==> config.mk <==
export PLATFORM = sky130hd
export DESIGN_NAME = reg_scoreboard
export DESIGN_NICKNAME = d
export VERILOG_FILES = /design/src/rtl/reg_scoreboard.sv
export SDC_FILE = /design/constraint.sdc
export NUM_CORES = 1
export LEC_CHECK = 0
export CAP_MARGIN = 20
export CORE_MARGIN = 3
export CORE_UTILIZATION = 54
export DETAILED_ROUTE_END_ITERATION = 6
export GPL_TIMING_DRIVEN = 0
export PLACE_DENSITY = 0.77
export RECOVER_POWER = 25
export SLEW_MARGIN = 20
export SYNTH_ARGS = -nofsm -noshare
export SYNTH_HDL_FRONTEND = slang
export SYNTH_SLANG_ARGS = --single-unit
==> constraint.sdc <==
create_clock -name clock -period 7.6 [get_ports clock]
set_input_delay 1.52 -clock clock [delete_from_list [all_inputs] [get_ports clock]]
set_output_delay 1.52 -clock clock [all_outputs]
set_load 0.01 [all_outputs]
==> src/rtl/reg_scoreboard.sv <==
// reg_scoreboard: per-register pending-write counters beside the ID stage.
// Counts writes issued from ID and not yet retired or squashed, and raises
// stall when the instruction in IF/ID reads a register with a pending write.
module reg_scoreboard #(
    parameter int unsigned MAX_PEND  = 3,
    parameter bit          WB_BYPASS = 1'b1
) (
    input  logic        clock,
    input  logic        reset,
    input  logic        issue_valid,
    input  logic        issue_regWrite,
    input  logic [4:0]  issue_write_reg,
    input  logic        mem_wb_regWrite,
    input  logic [4:0]  mem_wb_write_reg,
    input  logic        kill_valid,
    input  logic [4:0]  kill_write_reg,
    input  logic [6:0]  if_id_opcode,
    input  logic [4:0]  if_id_read_reg1,
    input  logic [4:0]  if_id_read_reg2,
    output logic        stall,
    output logic [31:0] busy_vec,
    output logic        err_overflow,
    output logic        err_underflow
);

    localparam int unsigned CW    = $clog2(MAX_PEND + 1);
    localparam int          MAX_I = int'(MAX_PEND);

    localparam logic [6:0] OP_R_TYPE = 7'b0110011;
    localparam logic [6:0] OP_STORE  = 7'b0100011;
    localparam logic [6:0] OP_BRANCH = 7'b1100011;
    localparam logic [6:0] OP_I_TYPE = 7'b0010011;
    localparam logic [6:0] OP_LOAD   = 7'b0000011;
    localparam logic [6:0] OP_JALR   = 7'b1100111;

    typedef logic [CW-1:0] cnt_t;

    // x0 is never tracked, so only x1..x31 carry a counter
    cnt_t        count     [1:31];
    cnt_t        count_nxt [1:31];
    logic [31:0] ovf_hit;
    logic [31:0] unf_hit;
    logic [31:0] pending;
    logic        uses_rs1;
    logic        uses_rs2;
    int          net;

    // Signed net change per register (+issue -retire -kill), saturated to 0..MAX_PEND
    always_comb begin
        count_nxt = count;
        ovf_hit   = '0;
        unf_hit   = '0;
        net       = 0;
        for (int unsigned r = 1; r < 32; r++) begin
            net = int'(count[r])
                + ((issue_valid && issue_regWrite && issue_write_reg == 5'(r)) ? 1 : 0)
                - ((mem_wb_regWrite && mem_wb_write_reg == 5'(r)) ? 1 : 0)
                - ((kill_valid && kill_write_reg == 5'(r)) ? 1 : 0);
            if (net > MAX_I) begin
                count_nxt[r] = cnt_t'(MAX_PEND);
                ovf_hit[r]   = 1'b1;
            end else if (net < 0) begin
                count_nxt[r] = '0;
                unf_hit[r]   = 1'b1;
            end else begin
                count_nxt[r] = cnt_t'(net);
            end
        end
    end

    // Counter state, registered busy mirror and sticky error flags
    always_ff @(posedge clock or negedge reset) begin
        if (!reset) begin
            for (int unsigned r = 1; r < 32; r++) begin
                count[r] <= '0;
            end
            busy_vec      <= '0;
            err_overflow  <= 1'b0;
            err_underflow <= 1'b0;
        end else begin
            for (int unsigned r = 1; r < 32; r++) begin
                count[r]    <= count_nxt[r];
                busy_vec[r] <= (count_nxt[r] != '0);
            end
            busy_vec[0]   <= 1'b0;
            err_overflow  <= err_overflow | (|ovf_hit);
            err_underflow <= err_underflow | (|unf_hit);
        end
    end

    // Effective pending: a lone write retiring this cycle is already resolved under bypass
    always_comb begin
        pending = '0;
        for (int unsigned r = 1; r < 32; r++) begin
            pending[r] = (count[r] != '0)
                && !(WB_BYPASS && count[r] == cnt_t'(1)
                     && mem_wb_regWrite && mem_wb_write_reg == 5'(r));
        end
    end

    // Source-operand usage decoded from the ID-stage opcode
    always_comb begin
        uses_rs1 = 1'b0;
        uses_rs2 = 1'b0;
        case (if_id_opcode)
            OP_R_TYPE, OP_STORE, OP_BRANCH: begin
                uses_rs1 = 1'b1;
                uses_rs2 = 1'b1;
            end
            OP_I_TYPE, OP_LOAD, OP_JALR: begin
                uses_rs1 = 1'b1;
            end
            default: ;
        endcase
    end

    // Stall when any used, non-zero source has an outstanding write
    always_comb begin
        stall = (uses_rs1 && if_id_read_reg1 != '0 && pending[if_id_read_reg1])
             || (uses_rs2 && if_id_read_reg2 != '0 && pending[if_id_read_reg2]);
    end

endmodule

==> results of run 1 <==
==> sequential cells by signal (all words and copies together), names as in the netlist <==
name           cells
busy_vec          31
count             62
err_overflow       1
err_underflow      1
==> logic make-up (layout without fill, tap and decap cells) <==
kind of cell	after synthesis	count (layout)	synth area share (%)
DFF	95	95	22.91
AOI/OAI and AO/OA	297	297	20.17
xor gates and xnor gates	31	31	2.616
muxes	14	14	1.483
and+or+nand+nor	331	331	14.65
adders and majority gates	248	248	32.14
buffers and inverters	160	231	5.992
other	1	1	0.03614
==> tightest hold or removal path: cells and delay by family (launching register included) <==
family	cells	cell delay, ns
DFF	1	0.37
and+or+nand+nor	3	0.25
==> worst max-delay path by stage <==
stage | end | slack [ns] | cells after the start
after floorplan | err_underflow$_DFF_PN0_ | 2.65 | 15
after global placement | busy_vec[14]$_DFF_PN0_ | 1.02 | 1
after detailed placement | err_underflow$_DFF_PN0_ | 1.25 | 17
after CTS | stall | 1.29 | 9
after global routing | count[34]$_DFF_PN0_ | 0.78 | 2
final | stall | 1.20 | 9
==> where the power goes <==
group	switching (W)	internal [W]	total (W)
clock network	0.000207	0.000238	0.000445
logic	0.000332	0.000229	0.000561
registers	0.0000372	0.000538	0.000576
total	0.000576	0.00101	0.00158
==> Yosys cell counts, drive strengths merged (5+ instances only) <==
library cell,n,share of area [%]
o211ai,7,0.55
a21boi,9,0.65
xnor2,31,2.6
o21bai,81,5.9
inv,130,4.7
nor2b,12,0.72
nand2b,7,0.42
nand4,12,0.72
buf,11,0.60
a221oi,5,0.48
mux2i,12,1.2
o41ai,22,1.9
a21o,9,0.65
nor4,13,0.78
nor2,127,4.6
or2,7,0.42
o21ai,59,2.9
dfrtp,95,23
a21oi,41,2.0
a22o,24,2.0
ha,217,26
clkbuf,19,0.69
nand3b,5,0.36
o21a,6,0.43
nor3,7,0.34
nand2,99,3.6
fa,31,6.0
nand3,21,1.0
==> metal layers <==
metal	share of wire [%]	vias to the layer above	GRT usage, %	routed length [um]
met4	2.9	0	9.082	818
met3	7.5	54	3.770	2105
met5	0	-	0	0
met2	46	373	44.55	12860
li1	-	4276	-	-
met1	44	4276	37.28	12210
==> area by class of cell <==
| type | instances | area share (%) |
|---|---|---|
| Multi-Input combinational cell | 922 | 64.15 |
| Sequential cell | 95 | 20.67 |
| Timing Repair Buffer | 57 | 4.852 |
| Inverter | 130 | 4.243 |
| Tap cell | 234 | 2.546 |
| Clock buffer | 12 | 2.230 |
| Buffer | 30 | 1.164 |
| Clock inverter | 2 | 0.1414 |
==> metrics by stage <==
| step | worst slack [ns] | total power [W] |
|---|---|---|
| after global routing | 0.7761 | 0.001672 |
| after detailed placement | 1.246 | 0.001134 |
| final | 1.200 | 0.001582 |
| after floorplan | 2.654 | 0.0009597 |
| after global placement | 1.016 | 0.001114 |
| after CTS | 1.290 | 0.001583 |
==> flow_summary.yaml, run 1 <==
layout:
  nets: 1531
  area_growth_pct: 10.83
  fin_util_pct: 61.28
  fillers: 1666
  final_cells: 1482
  regArea_sq_um: 2377
  layout-drive-gt1-share_pct: 3.125
  antennaDiodeCount: 0
  final_common_cell: "ha_1"
  multi_input_area_sq_um: 7378
  most-common-layout-cells: "ha_1, inv_1, nor2_1"
  fin_area_sq_um: 11500
critical_path:
  reg2reg_depth: 11
  worstPathRequired_ns: 6.08
  crit_chain: "clkdlybuf4s50_1 > nand2_1 > clkbuf_1 > o21ai_1 > a31oi_1 > nor4_1 > or4_1 > o22ai_1 > clkdlybuf4s50_1"
  crit_family: "buffers and inverters"
  end_kind: "output pin"
  r2r_start: "count[54]$_DFF_PN0_"
  slowest_stage: "clkdlybuf4s50_1"
  reg2reg_to: "err_underflow$_DFF_PN0_"
  arrival_ns: 4.88
  max_stage_delay_ns: 0.59
  cpMostUsedCell: "clkdlybuf4s50_1"
  cp-start-kind: "input pin"
  crit_type: "input pin to output pin"
  critical_path.startpoint: "mem_wb_write_reg[3]"
  crit_fanout: 10
  r2r_slack_ns: 4.27
  cp_num_buf_inv: 3
status:
  status: "finished with violations"
  violations: "capacitance limit, slew limit"
drt:
  dr_total_vias: 8979
  vias_per_cell: 6.059
  finalWirelength_mm: 28.00
  post_drt_wl_per_cell_um: 18.89
  first_pass_iters: 6
  antenna_left: 0
  drtIter0Drc: 703
  drc: 0
grt:
  antenna_found_initial: 0
  grt_overflow: 0
  grt_pass1_vias: 8478
  grt_max_degree: 58
  grt.total_usage_pct: 27.24
  grt_pass1_wl_mm: 43.85
clock_network:
  cts_hold_buf: 0
  clk_pin_slew_worst_paths_ns: 0.07
  clk_path_buf_depth: 2
  clockRootBuffer: "clkbuf_16"
  post_cts_resized: 0
  postCtsSetupBuffers: 0
  cts_made_buffers: 9
  cts.sinks: 95
  insertion_delay_ns: 0.36
  htree_num_levels: 3
  cts_tree: "done"
synthesis:
  ys_warn_count: 0
  syn-instance-count: 1177
  synth-edff-count: 0
  syn_nets: 1463
  async_flop_share_pct: 100.0
  ys_ff_latch: 95
  syn_avg_cell_area_sq_um: 8.817
  synth.distinct_cells: 66
  synth_area_sq_um: 10380
  synth_seq_area_share_pct: 22.91
  yosys_most_used_dff: "dfrtp_1"
timing:
  max_freq_mhz: 156.3
  rsz0062_at_grt: "no"
  setup_tns_ns: 0
  setup_viol: 0
  period_share_pct: 84.21
  hold_viol: 0
  period_needed_ns: 6.400
  fin_skew_ns: 0.006868
  max_slew_margin_pct: -118.1
  drv_slew: 98
  fin_hold_ws_ns: 0.6377
  tightest_slew_ns: 3.272
placement:
  dp.cells: 1468
  port_buffers: 56
  gp_congestion: 0.9780
  dp_hpwl_mm: 22.50
  dpl_cell_area_sq_um: 11260
power_and_ir_drop:
  peakVddDrop_mv: 0.1096
  p_per_area_nw_per_um2: 137.6
  leakagePower_nw: 6.376
floorplan:
  top_level_ports: 73
  std_cell_rows: 50
  start_util_pct: 55.29
  fp.dieH_um: 144.6
  core_sq_um: 18770
  dieWidth_um: 144.6
  die_area_sq_um: 20920
worst_hold_path:
  holdCritStartpoint: "err_underflow$_DFF_PN0_"
  min_path_type: "flop to flop"
  min_to: "err_underflow$_DFF_PN0_"
  hold_depth: 3
flow_run:
  cap_violations: 2
Power figures use the tool's default switching activity.
==> inputs of run 2 (changes only) <==
PLACE_DENSITY = 0.8   (was 0.77)
clock period = 5.7 ns   (was 7.6 ns; I/O delays follow)
==> flow_summary.yaml, run 2 (synthesized netlist as in run 1, its figures left out) <==
status:
  status: "finished with violations"
  violations: "capacitance limit, slew limit"
grt:
  grt_pass1_wl_mm: 43.91
  use_met1_pct: 36.59
  use_met2_pct: 43.18
  grt_overflow: 0
  grt.total_usage_pct: 27.18
  grt_pass1_vias: 8713
  antenna_found_initial: 1
  met3_usage_pct: 4.861
  grt_max_degree: 57
  grt-busiest-layer: "met2"
power_and_ir_drop:
  switching_share_pct: 36.23
  seq_power_share_pct: 35.2
  leakagePower_nw: 6.429
  pwr-share-comb_pct: 35.1
  peakVddDrop_mv: 0.1519
  clockPowerShare_pct: 29.8
  p_sw_w: 0.0007884
  total_power_w: 0.002176
  p_int_w: 0.001388
  p_per_area_nw_per_um2: 187.9
timing:
  hold_viol: 0
  tightest_slew_ns: 2.289
  max_freq_mhz: 182.8
  max_slew_margin_pct: -52.61
  fin_skew_ns: 0.009997
  setup_viol: 0
  period_share_pct: 95.99
  drv_slew: 98
  rsz0062_at_grt: "no"
  period_needed_ns: 5.472
worst_hold_path:
  min_path_type: "flop to flop"
  hold_depth: 3
  min_to: "err_underflow$_DFF_PN0_"
  holdCritStartpoint: "err_underflow$_DFF_PN0_"
clock_network:
  clk_pin_slew_worst_paths_ns: 0.07
  cts_tree: "done"
  insertion_delay_ns: 0.37
  cts.sinks: 95
  clk_path_buf_depth: 2
  postCtsSetupBuffers: 0
  htree_num_levels: 3
  clockRootBuffer: "clkbuf_16"
  cts_made_buffers: 9
  cts_hold_buf: 0
critical_path:
  r2r_slack_ns: 2.28
  slowest_stage: "or4_1"
  arrival_ns: 5.67
  reg2reg_depth: 13
  cp-start-kind: "input pin"
  r2r_start: "count[8]$_DFF_PN0_"
  crit_type: "input pin to flop"
  crit_family: "simple AND/OR/NAND/NOR gates"
  crit_fanout: 6
  worstPathRequired_ns: 5.90
  end_kind: "flop"
  crit_chain: "clkdlybuf4s50_1 > nand3b_1 > nor3b_1 > nand2_1 > ha_1 > inv_1 > ha_1 > inv_1 > fa_1 > ha_1 > a22o_1 > or4_1 > a21oi_2 > nand3_1 > nor4_4 > nand4_1"
  cpMostUsedCell: "ha_1"
  reg2reg_to: "err_overflow$_DFF_PN0_"
  max_stage_delay_ns: 0.53
  cp_num_buf_inv: 3
layout:
  area_growth_pct: 11.61
  largest_reg_flops: 62
  final_common_cell: "ha_1"
  layout-drive-gt1-share_pct: 3.920
  nets: 1531
  multi_input_area_sq_um: 7412
  regArea_sq_um: 2377
  fin_util_pct: 61.71
  fillers: 1612
  top_register: "count"
  reg.largest.list: "count x62, busy_vec x31"
  most-common-layout-cells: "ha_1, inv_1, nor2_1"
drt:
  first_pass_iters: 5
  antenna_left: 0
  drtIter0Drc: 737
  drc: 0
  post_drt_wl_per_cell_um: 18.74
  finalWirelength_mm: 27.83
  dr_total_vias: 9017
  vias_per_cell: 6.072
floorplan:
  core_sq_um: 18770
  die_area_sq_um: 20920
  start_util_pct: 55.29
  std_cell_rows: 50
  top_level_ports: 73
  dieWidth_um: 144.6
  fp.dieH_um: 144.6
flow_run:
  cap_violations: 2
placement:
  gp_congestion: 0.9953
  port_buffers: 56
  dp_hpwl_mm: 22.62
==> run 2: cell types whose count changed in the layout (fill, tap and decap cells not counted), sizes merged <==
cell and delta:
clkinv +3, bufinv +1, inv -1, dlymetal6s2s +2, clkdlybuf4s50 -2, buf -1
diode +1
==> run 2: through the flow <==
step / setup slack, ns / hold slack (ns) / area, sq um / instances / setup TNS (ns)
global placement: -0.4858 / 0.5942 / 11230 / 1467 / -45.72
CTS: 0.08458 / 0.6174 / 11570 / 1484 / 0
global route: 0.03410 / 0.6353 / 11580 / 1485 / 0
detailed placement: -0.5957 / 0.6015 / 11260 / 1468 / -0.8021
floorplan: 1.134 / 0.6132 / 10380 / 1177 / 0
finish: 0.2283 / 0.6148 / 11580 / 1485 / 0
==> run 2: cell type report <==
type,instances,share of cell area (%)
Clock inverter,5,0.4861
Timing Repair Buffer,57,4.872
Sequential cell,95,20.52
Multi-Input combinational cell,922,63.99
Tap cell,234,2.528
Inverter,130,4.213
Buffer,30,1.177
Clock buffer,11,2.182
Antenna cell,1,0.02161
==> run 2: repair_timing <==
action                     in CTS  in global routing
resized for setup               2                  9
pin swaps                       0                  1
setup endpoints to repair       1                  2
==> run 2: worst max-delay path by stage <==
| stage | from | endpoint | cells after the start |
|---|---|---|---|
| 2_1_floorplan | issue_write_reg[0] | err_underflow$_DFF_PN0_ | 15 |
| 3_3_place_gp | reset | busy_vec[21]$_DFF_PN0_ | 1 |
| 3_5_place_dp | mem_wb_write_reg[2] | err_overflow$_DFF_PN0_ | 16 |
| 4_1_cts | mem_wb_write_reg[2] | err_overflow$_DFF_PN0_ | 16 |
| 5_1_grt | issue_write_reg[4] | err_overflow$_DFF_PN0_ | 18 |
| 6_report | issue_write_reg[4] | err_overflow$_DFF_PN0_ | 16 |
==> run 2: power groups by stage <==
| stage | clock network [W] | logic [W] | registers [W] |
|---|---|---|---|
| after CTS | 0.000657 | 0.000737 | 0.000766 |
| after global routing | 0.000684 | 0.000846 | 0.000774 |
| final | 0.000648 | 0.000763 | 0.000766 |
| after detailed placement | 0 | 0.000731 | 0.000779 |
| after floorplan | 0 | 0.000509 | 0.000771 |
| after global placement | 0 | 0.000707 | 0.000779 |
==> run 2: layer usage <==
metal | routed length, um | vias to the layer above | part of all wire [%]
li1 | - | 4261 | -
met1 | 11810 | 4307 | 42
met2 | 12470 | 372 | 45
met3 | 2339 | 77 | 8.4
met4 | 1212 | 0 | 4.4
met5 | 0 | - | 0
==> run 2: tightest hold or removal path: stages, from the launching register on <==
cell and delay (ns):
dfrtp_1 0.35, nor4_1 0.06, nand4_1 0.08, or2_2 0.10
